--- config.mk ---
export PLATFORM = sky130hd
export DESIGN_NAME = series_ctrl_param
export DESIGN_NICKNAME = d
export VERILOG_FILES = /design/src/rtl/series_pkg.sv /design/src/rtl/series_cnt.sv /design/src/rtl/series_ctrl_param.sv
export SDC_FILE = /design/constraint.sdc
export NUM_CORES = 1
export LEC_CHECK = 0
export BUFFER_PORTS_ARGS = -buffer_cell sky130_fd_sc_hd__buf_4
export CORE_MARGIN = 4
export CORE_UTILIZATION = 56
export CTS_BUF_LIST = sky130_fd_sc_hd__clkbuf_8
export CTS_CLUSTER_SIZE = 16
export DETAILED_ROUTE_END_ITERATION = 16
export PLACE_DENSITY = 0.88
export SLEW_MARGIN = 20
export SYNTH_ARGS = -nofsm -noshare
export SYNTH_HDL_FRONTEND = slang
export SYNTH_SLANG_ARGS = --single-unit
--- constraint.sdc ---
create_clock -name clk -period 2.8 [get_ports clk]
set_clock_uncertainty 0.05 [all_clocks]
set_input_delay 0.56 -clock clk [delete_from_list [all_inputs] [get_ports clk]]
set_output_delay 0.56 -clock clk [all_outputs]
set_load 0.05 [all_outputs]
--- src/rtl/series_pkg.sv ---
// Shared definitions for the series-evaluation controller: state codes and
// the adder sign encoding.
package series_pkg;

    localparam int STATE_W = 3;

    typedef logic [STATE_W-1:0] state_t;

    localparam state_t S_IDLE  = 3'd0;
    localparam state_t S_INIT  = 3'd1;
    localparam state_t S_LOAD  = 3'd2;
    localparam state_t S_MULT  = 3'd3;
    localparam state_t S_CHECK = 3'd4;
    localparam state_t S_ACC   = 3'd5;
    localparam state_t S_DONE  = 3'd6;

    // Value driven onto the adder carry-in for each term sign.
    localparam logic SIGN_ADD = 1'b0;
    localparam logic SIGN_SUB = 1'b1;

endpackage

--- src/rtl/series_cnt.sv ---
// Up-counter with synchronous clear and enable; wraps to zero after MAX-1
// and flags the terminal value.
module series_cnt #(
    parameter int MAX = 4,
    parameter int W   = 2
) (
    input  logic         clk,
    input  logic         rst,
    input  logic         clr,
    input  logic         inc,
    output logic [W-1:0] cnt,
    output logic         tc
);

    assign tc = (cnt == W'(MAX - 1));

    // Count register: clear wins over increment, wrap at the terminal value.
    always_ff @(posedge clk or posedge rst) begin
        if (rst)
            cnt <= '0;
        else if (clr)
            cnt <= '0;
        else if (inc)
            cnt <= tc ? '0 : cnt + 1'b1;
    end

endmodule

--- src/rtl/series_ctrl_param.sv ---
// Controller for the iterative series datapath: per term, a chain of
// multiply passes (x path then coefficient path), a continue check and an
// add/sub accumulate. Strobes are Moore outputs of state and mult_cnt.
import series_pkg::*;

module series_ctrl_param #(
    parameter int N_TERMS     = 8,
    parameter int MULT_CYCLES = 4,
    parameter int CNT_W       = 4
) (
    input  logic             clk,
    input  logic             rst,
    input  logic             start,
    input  logic             en,
    input  logic             mode,
    input  logic             abort,
    output logic             ready,
    output logic             busy,
    output logic             done,
    output logic             loadx,
    output logic             select,
    output logic             enc,
    output logic             counter_init,
    output logic             t_init,
    output logic             loadt,
    output logic             r_init,
    output logic             loadr,
    output logic             ci_adder,
    output logic [CNT_W-1:0] term_idx
);

    localparam int MW = $clog2(MULT_CYCLES);

    state_t          state, nstate;
    logic [MW-1:0]   mult_cnt;
    logic            mult_tc, term_tc;
    logic            sign, mode_r;
    logic            cnt_clr, mult_inc, term_inc;

    // An aborted cycle leaves every counter and the sign as they were.
    assign cnt_clr  = (state == S_INIT) && !abort;
    assign mult_inc = (state == S_MULT) && !abort;
    assign term_inc = (state == S_ACC)  && !abort;

    series_cnt #(.MAX(MULT_CYCLES), .W(MW)) u_mult_cnt (
        .clk(clk), .rst(rst), .clr(cnt_clr), .inc(mult_inc),
        .cnt(mult_cnt), .tc(mult_tc)
    );

    series_cnt #(.MAX(N_TERMS), .W(CNT_W)) u_term_cnt (
        .clk(clk), .rst(rst), .clr(cnt_clr), .inc(term_inc),
        .cnt(term_idx), .tc(term_tc)
    );

    // State register.
    always_ff @(posedge clk or posedge rst) begin
        if (rst) state <= S_IDLE;
        else     state <= nstate;
    end

    // Next state; abort outranks everything outside IDLE.
    always_comb begin
        nstate = state;
        if (abort && state != S_IDLE) begin
            nstate = S_IDLE;
        end else begin
            case (state)
                S_IDLE:  if (start) nstate = S_INIT;
                S_INIT:  if (!start) nstate = S_LOAD;
                S_LOAD:  nstate = S_MULT;
                S_MULT:  if (mult_tc) nstate = S_CHECK;
                S_CHECK: nstate = (!en || term_tc) ? S_DONE : S_ACC;
                S_ACC:   nstate = S_MULT;
                S_DONE:  nstate = S_IDLE;
                default: nstate = S_IDLE;
            endcase
        end
    end

    // Sign of the current term and the mode latched for this run.
    always_ff @(posedge clk or posedge rst) begin
        if (rst) begin
            sign   <= SIGN_ADD;
            mode_r <= 1'b0;
        end else if (cnt_clr) begin
            sign   <= SIGN_ADD;
            mode_r <= mode;
        end else if (term_inc && mode_r) begin
            sign   <= (sign == SIGN_ADD) ? SIGN_SUB : SIGN_ADD;
        end
    end

    // Moore strobe decode.
    always_comb begin
        ready        = 1'b0;
        busy         = 1'b1;
        done         = 1'b0;
        loadx        = 1'b0;
        select       = 1'b0;
        enc          = 1'b0;
        counter_init = 1'b0;
        t_init       = 1'b0;
        loadt        = 1'b0;
        r_init       = 1'b0;
        loadr        = 1'b0;
        case (state)
            S_IDLE: begin
                ready = 1'b1;
                busy  = 1'b0;
            end
            S_INIT: begin
                t_init       = 1'b1;
                r_init       = 1'b1;
                counter_init = 1'b1;
            end
            S_LOAD: loadx = 1'b1;
            S_MULT: begin
                loadt  = 1'b1;
                select = (mult_cnt >= MW'(MULT_CYCLES / 2));
                enc    = (mult_cnt >= MW'(MULT_CYCLES / 2));
            end
            S_ACC:  loadr = 1'b1;
            S_DONE: begin
                done = 1'b1;
                busy = 1'b0;
            end
            default: ;
        endcase
    end

    assign ci_adder = sign;

endmodule

==> run summary, run 1 <==
After synthesis the cells add up to 758 µm². After layout, the minimum clock period comes to 2.35 ns. The row count was 12; the width of the die was 44.8 µm.

The async set or reset register ratio after synthesis is 1.00. The number of max-slew violations in the final report is 0, and the number of DRC violations after detailed routing is 0. The logs give 31 for the count of unique library cells instantiated by Yosys and 0 for the number of resized instances in the post-cts repair step.

Buffers inserted during clock tree synthesis total 3. The net count after synthesis was 98; the aggregate negative setup slack was 0 ns. The number of levels the H-tree was split into came out at 1. The first TritonRoute pass finished after 4 iterations. The dominant register cell in the synthesized netlist is dfrtp_1. The worst setup path is captured at a primary output. The power density relative to cell area was 740 nW/µm².

The wire length after detailed routing was 1650 µm. The core outline area came out at 1190 µm². Synthesis produced a netlist whose cell count is 89. The required time of the critical path is 2.19 ns, and the critical-path maximum fanout is 17.

The run gives 685 as the total vias in the final route. For the sequential cell area fraction in the yosys report, the log shows 0.363. The run finished with clean final reports.

The clock reaches the later pin of the worst-skew pair after 0.24 ns. The number of placed instances with taps included came out at 116. The logs give 116 for the net count reported at finish and 0.593 for the headroom to the max-slew limit. Summed over all nets, the half-perimeter wirelength after detailed placement is 1180 µm. Setup repair after global routing left no endpoint under its margin.

CTS placed an instance of clkbuf_8 at the clock tree root. The maximum clock frequency is 425 MHz, and the slew of the pin with the lowest slew margin is 0.611 ns. The worst endpoint data arrival time is 1.74 ns.

TritonCTS built the clock tree. The share of the clock period used by the worst path after layout is 0.840. The synthesized design contains 11 register bits. The run gives 0.639 as the initial core utilization.

Number of primary I/O pins: 22. The critical path launch point type was a register. In the final routed layout, each cell accounts on average for 13.7 µm. The total global-route track usage is 0.187, and the number of I/O port buffers is 21. The count of inserted antenna diode cells was 0. The die covers 2010 µm². The tools report the number of antenna violations at the first check in global routing as 0. Using the TritonRoute via totals, the vias-per-cell ratio works out to 5.71.

The residual overflow from global routing was 0. The congestion estimate from routability-driven global placement came to 0.755. The proportion of layout cells with a drive suffix above 1 is 0.264, and the number of synthesized flops with an enable pin is 0. Setup violations remaining at the end of the flow were counted as 0. The hold violation total from the final report was 0. The worst setup path is of the reg -> out kind. Max-cap violations in this run came to 0. For the post-CTS setup buffer count, the log shows 0.

The first global-routing pass estimated 2770 µm of wire. No sink is reached through more buffers than the 2 on the longest clock path. Excluding fillers, the count of instances in the completed layout stands at 120. The number of nets still failing antenna checks after routing was 0; the synthesis-to-finish area growth was 22.9%.

For the number of filler instances in the final layout, the log shows 88. The DRC violation total after the first TritonRoute iteration was 17; the height of the chip was 44.8 µm. The library cell used most frequently in the layout, excluding fill and tap cells, is buf_4.

For the worst-case vdd ir drop, the log shows 0.344 mV. In the layout the commonest cells are buf_4, dfrtp_1, nor2b_1. The warning count from the yosys run came out at 0. The number of hold buffers added after CTS is 0. Worst hold path class: in -> async. Entering global routing, the biggest net connects 24 pins. The run gives 637 as the number of global-route vias before repair. Each instance of the synthesized netlist takes up on average 8.52 µm². The clock-pin slew of the registers on the worst-case setup and hold paths was 0.05 ns. Summed over all cells, the static leakage comes to 0.000452 µW. The number of clock sinks seen by CTS came out at 11.
==> report_power, final <==
| part | switching, µW | internal (µW) |
|---|---|---|
| Clock | 65.6 | 96.7 |
| Sequential | 41.1 | 177 |
| Combinational | 202 | 107 |
==> area by class of cell <==
cell class | count | area, µm² | share of cell area
sequential | 11 | 275 | 0.295
clock buffer | 3 | 41.3 | 0.0443
inverter | 3 | 11.3 | 0.0121
clock inverter | 1 | 3.75 | 0.00403
tap | 14 | 17.5 | 0.0188
multi-input combinational | 67 | 425 | 0.456
timing repair buffer | 21 | 158 | 0.169
==> cell families (layout without fill, tap and decap cells) <==
group	Yosys count	after routing	share of synthesized area
buf+inv	11	28	0.0825
fa+ha+maj	3	3	0.0495
flops	11	11	0.363
mux	1	1	0.0149
simple gates	45	45	0.345
compound gates	18	18	0.145
==> layer usage <==
| layer | track usage | up-vias | part of all wire |
|---|---|---|---|
| met5 | 0 | - | 0 |
| met4 | 0.0702 | 0 | 0.011 |
| met3 | 0.0359 | 2 | 0.055 |
| met2 | 0.307 | 19 | 0.49 |
| met1 | 0.244 | 323 | 0.44 |
| li1 | - | 341 | - |
==> synthesized netlist by cell type, drive strengths merged (2+ instances only) <==
cell,n,share of area
nand3,6,0.040
and2,2,0.016
or3b,3,0.035
a31oi,2,0.016
o21ai,9,0.059
nand3b,2,0.020
a21oi,2,0.013
inv,3,0.015
nor3b,4,0.046
dfrtp,11,0.36
ha,3,0.050
nand2,7,0.035
nor2,7,0.035
nor2b,8,0.066
buf,7,0.063
nor3,2,0.013
==> worst paths after layout <==
kind	start	end	slack, ns	depth (start not counted)
worst min-delay path	rst	state[2]$_DFFE_PP0P_	0.26	2
worst max-delay path	state[1]$_DFFE_PP0P_	select	0.45	4
min in group clk	ci_adder$_DFFE_PP0P_	ci_adder$_DFFE_PP0P_	0.42	1
max in group asynchronous	rst	u_term_cnt.cnt[3]$_DFFE_PP0P_	2.14	2
worst min register to register	ci_adder$_DFFE_PP0P_	ci_adder$_DFFE_PP0P_	0.42	1
worst max register to register	state[0]$_DFFE_PP0P_	u_term_cnt.cnt[0]$_DFFE_PP0P_	1.16	3
==> through the flow <==
step / total power, µW / util / area, µm² / setup WS, ns / hold slack [ns]
after floorplan: 464 / - / 763 / 0.224 / 0.362
after global placement: 525 / 0.748 / 887 / 0.840 / 0.416
after detailed placement: 532 / 0.748 / 887 / 0.758 / 0.414
after CTS: 693 / 0.786 / 932 / 0.472 / 0.285
after global routing: 731 / 0.786 / 932 / 0.360 / 0.304
final: 690 / 0.786 / 932 / 0.449 / 0.262
==> registers in the layout (all words and copies together), names as in the netlist <==
register	cells
ci_adder	1
u_mult_cnt.cnt	2
u_term_cnt.cnt	4
state	3
mode_r	1
==> worst max-delay path: stages, from the launching register on <==
cell and delay (ns):
dfrtp_1 0.65, nor2b_1 0.30, and2_1 0.20, o21a_1 0.14, buf_4 0.20
(Power assumes the default switching activity.)
==> run 2, diff against run 1 <==
--- a/config.mk
+++ b/config.mk
@@ -7,11 +7,11 @@
 export LEC_CHECK = 0
 export BUFFER_PORTS_ARGS = -buffer_cell sky130_fd_sc_hd__buf_4
 export CORE_MARGIN = 4
-export CORE_UTILIZATION = 56
+export CORE_UTILIZATION = 47
 export CTS_BUF_LIST = sky130_fd_sc_hd__clkbuf_8
 export CTS_CLUSTER_SIZE = 16
 export DETAILED_ROUTE_END_ITERATION = 16
-export PLACE_DENSITY = 0.88
+export PLACE_DENSITY = 0.79
 export SLEW_MARGIN = 20
 export SYNTH_ARGS = -nofsm -noshare
 export SYNTH_HDL_FRONTEND = slang
==> constraint.sdc (replaced) <==
create_clock -name clk -period 1.9 [get_ports clk]
set_clock_uncertainty 0.05 [all_clocks]
set_input_delay 0.38 -clock clk [delete_from_list [all_inputs] [get_ports clk]]
set_output_delay 0.38 -clock clk [all_outputs]
set_load 0.05 [all_outputs]
==> run summary, run 2 (synthesized netlist as in run 1, its figures left out) <==
Worst hold path class: in -> async (unchanged). Setup repair after global routing left no endpoint under its margin. The width of the die was 48.2 µm (was 44.8 µm); the maximum single-stage delay on the critical path was 0.47 ns (was 0.65 ns).

For the total placed instance area, the log shows 946 µm² (was 887 µm²). TritonCTS built the clock tree. Total die area: 2320 µm² (was 2010 µm²). The critical-path maximum fanout came out at 12 (was 17). The TritonCTS buffer count is 3 (unchanged).

The portion of total power attributed to the clock network came out at 0.217 (was 0.235). Share of the clock period used by the worst path after layout: 0.948. The number of I/O port buffers is 21 (unchanged), and the worst endpoint data arrival time is 1.37 ns (was 1.74 ns).

The logs give 0.242 (was 0.307) for the global routing met2 resource utilization and 1690 µm (was 1650 µm) for the wire length after detailed routing. The run gives 733 (was 685) as the total vias in the final route. The headroom to the max-slew limit was 0.718 (was 0.593); the synthesis-to-finish area growth was 31.4% (was 22.9%).

For the net count reported at finish, the log shows 120 (was 116). For the number of hold buffers added after CTS, the log shows 0 (unchanged). The run gives 0.312 (was 0.317) as the part of the total power dissipated in sequential elements. For the number of max-slew violations in the final report, the log shows 0 (unchanged).

The clock insertion delay at the later pin of the skew report was 0.24 ns (about the same); the height of the chip was 48.2 µm (was 44.8 µm). The tools report the worst-case vdd ir drop as 0.639 mV (was 0.344 mV). Cell breakdown of the critical path: buf_4, nor3_4, nor2_2, buf_4 (was nor2b_1, and2_1, o21a_1, buf_4). The number of nets still failing antenna checks after routing came out at 0 (unchanged). The most utilized layer in the global route result was met2 (unchanged). The run gives 1 (unchanged) as the number of levels the H-tree was split into. Residual overflow from global routing: 0 (unchanged). The flip-flop count of the largest register, all copies and words added works out to 4 (unchanged).

The run gives 996 µm² (was 932 µm²) as the area of all placed cells without fillers. The via count normalized by instance count was 5.82 (was 5.71). The number of placed instances with taps included came out at 122 (was 116).

The logs give 0 (unchanged) for the hold violation total from the final report and 555 MHz for the maximum clock frequency. The largest register by flop count is u_term_cnt.cnt (unchanged). The slew of the pin with the lowest slew margin is 0.422 ns (was 0.611 ns), and the average routed wire per standard cell is 13.4 µm (was 13.7 µm).

The clock-pin slew of the registers on the worst-case setup and hold paths is 0.05 ns (about the same). Power density relative to cell area: 1050 nW/µm² (was 740 nW/µm²). The internal power of the cells was 583 µW (was 381 µW). For the worst hold-check slack, the log shows 0.0891 ns (was 0.262 ns).

The flow ran to the end, and the final reports show no timing, DRC or antenna violations. The tools report the initial core utilization as 0.498 (was 0.639). Leading cell types in the layout, fill and taps excluded: buf_4, dfrtp_1, nor2b_1, o21ai_0, nand2_1 (was buf_4, dfrtp_1, nor2b_1).

The tools report the required time of the critical path as 1.47 ns (was 2.19 ns). Critical path launch point type: a register (unchanged). The DRC violation total after the first TritonRoute iteration was 9 (was 17); the maximum root-to-sink buffer count was 2 (unchanged). Share of total power consumed by net switching: 0.441 (was 0.448). The global-route wire length before repair was 2800 µm (was 2770 µm); the switching power was 459 µW (was 309 µW). The number of antenna violations at the first check in global routing is 0 (unchanged).

Number of clock sinks seen by CTS: 11 (unchanged). Number of detailed-routing iterations run before antenna repair: 5 (was 4). Registers with the highest flip-flop counts: u_term_cnt.cnt: 4 flops, state: 3 flops, u_mult_cnt.cnt: 2 flops (unchanged). The non-filler instance count after layout was 126 (was 120). Met3 routing resource usage after global routing: 0.0295 (was 0.0359). For the total of endpoints with negative setup slack in the final report, the log shows 0 (unchanged). Critical path class: reg -> out (unchanged). The tools report the number of DRC violations after detailed routing as 0 (unchanged). The most numerous cell type found on the critical path is buf_4.

The run gives 1280 µm (was 1180 µm) as the half-perimeter wire length after detailed placement. The run gives 634 (was 637) as the number of global-route vias before repair. For the total global-route track usage, the log shows 0.171 (was 0.187). The proportion of layout cells with a drive suffix above 1 was 0.355 (was 0.264); the leakage power figure was 0.000475 µW (was 0.000452 µW). The most common cell after layout, fill and taps aside was buf_4 (unchanged). The logs give 0.0981 ns (was 0.449 ns) for the post-route worst setup slack and 0.244 ns (was 0.758 ns) for the pre-CTS setup slack. The tools report the pin count of the biggest net entering global routing as 19 (was 24). The tools report the row count as 14 (was 12). The tools report the count of inserted antenna diode cells as 0 (unchanged). The kind of end point of the critical path is a primary output (unchanged). The max-cap check violation count is 0 (unchanged). The met1 track demand over resource was 0.237 (was 0.244).

The clock period could shrink to 1.80 ns. Master cell of the clock root buffer: clkbuf_8 (unchanged). The logs give 1520 µm² (was 1190 µm²) for the core outline area and 0.787 (was 0.755) for the weighted congestion at the end of routability-driven global placement.

The number of primary I/O pins was 22 (unchanged); the power share of the combinational group was 0.471 (was 0.448). The critical-path cell with the highest stage delay is dfrtp_2 (was dfrtp_1).
run 2: changes by cell type in the layout (fill, tap and decap cells not counted), sizes merged:
cell / before / now
buf: 21 / 25
run 2: layer usage:
layer | up-vias | wire length [µm]
met1 | 343 | 741
met2 | 30 | 772
li1 | 352 | -
met5 | - | 0
met3 | 8 | 122
met4 | 0 | 57
run 2: cell type report:
type | instances | area (µm²)
sequential | 11 | 278
multi-input combinational | 67 | 454
clock inverter | 1 | 3.75
fill | 143 | 528
inverter | 3 | 11.3
clock buffer | 3 | 41.3
timing repair buffer | 25 | 188
tap | 16 | 20.0
run 2: through the flow:
step	setup TNS [ns]	utilization	total power (µW)
after floorplan	-0.0217	-	707
after global placement	0	0.621	805
after detailed placement	0	0.621	818
after CTS	0	0.651	1050
after global routing	0	0.654	1110
final	0	0.654	1040
run 2: path summary, 6_finish.rpt:
check	cells past startpoint	slack, ns	from	end
min reg2reg	1	0.44	ci_adder$_DFFE_PP0P_	ci_adder$_DFFE_PP0P_
min in group clk	2	0.33	mode	mode_r$_DFFE_PP0P_
max reg2reg	4	0.29	state[2]$_DFFE_PP0P_	state[0]$_DFFE_PP0P_
max in group asynchronous	2	1.39	rst	state[2]$_DFFE_PP0P_
min	2	0.09	rst	mode_r$_DFFE_PP0P_
max	4	0.1	state[2]$_DFFE_PP0P_	busy
run 2: power by group through the flow:
stage                     Clock [µW]  Sequential, µW  Combinational, µW
after floorplan                    0             289                418
after global placement             0             321                484
after detailed placement           0             326                492
after CTS                        233             324                494
after global routing             246             333                530
final                            226             325                491
run 2: what timing repair did:
action | 4_1_cts | 5_1_grt
buffers inserted | 0 | 0
gates resized for setup | 1 | 2
endpoints found under the setup margin | 2 | 4
gates cloned | 0 | 0
run 2: worst max-delay path: cells and delay by family, from the launching register on:
kind                   cells  cell delay, ns
buffers and inverters      2            0.39
flip-flops                 1            0.47
AND/OR/NAND/NOR            2            0.27
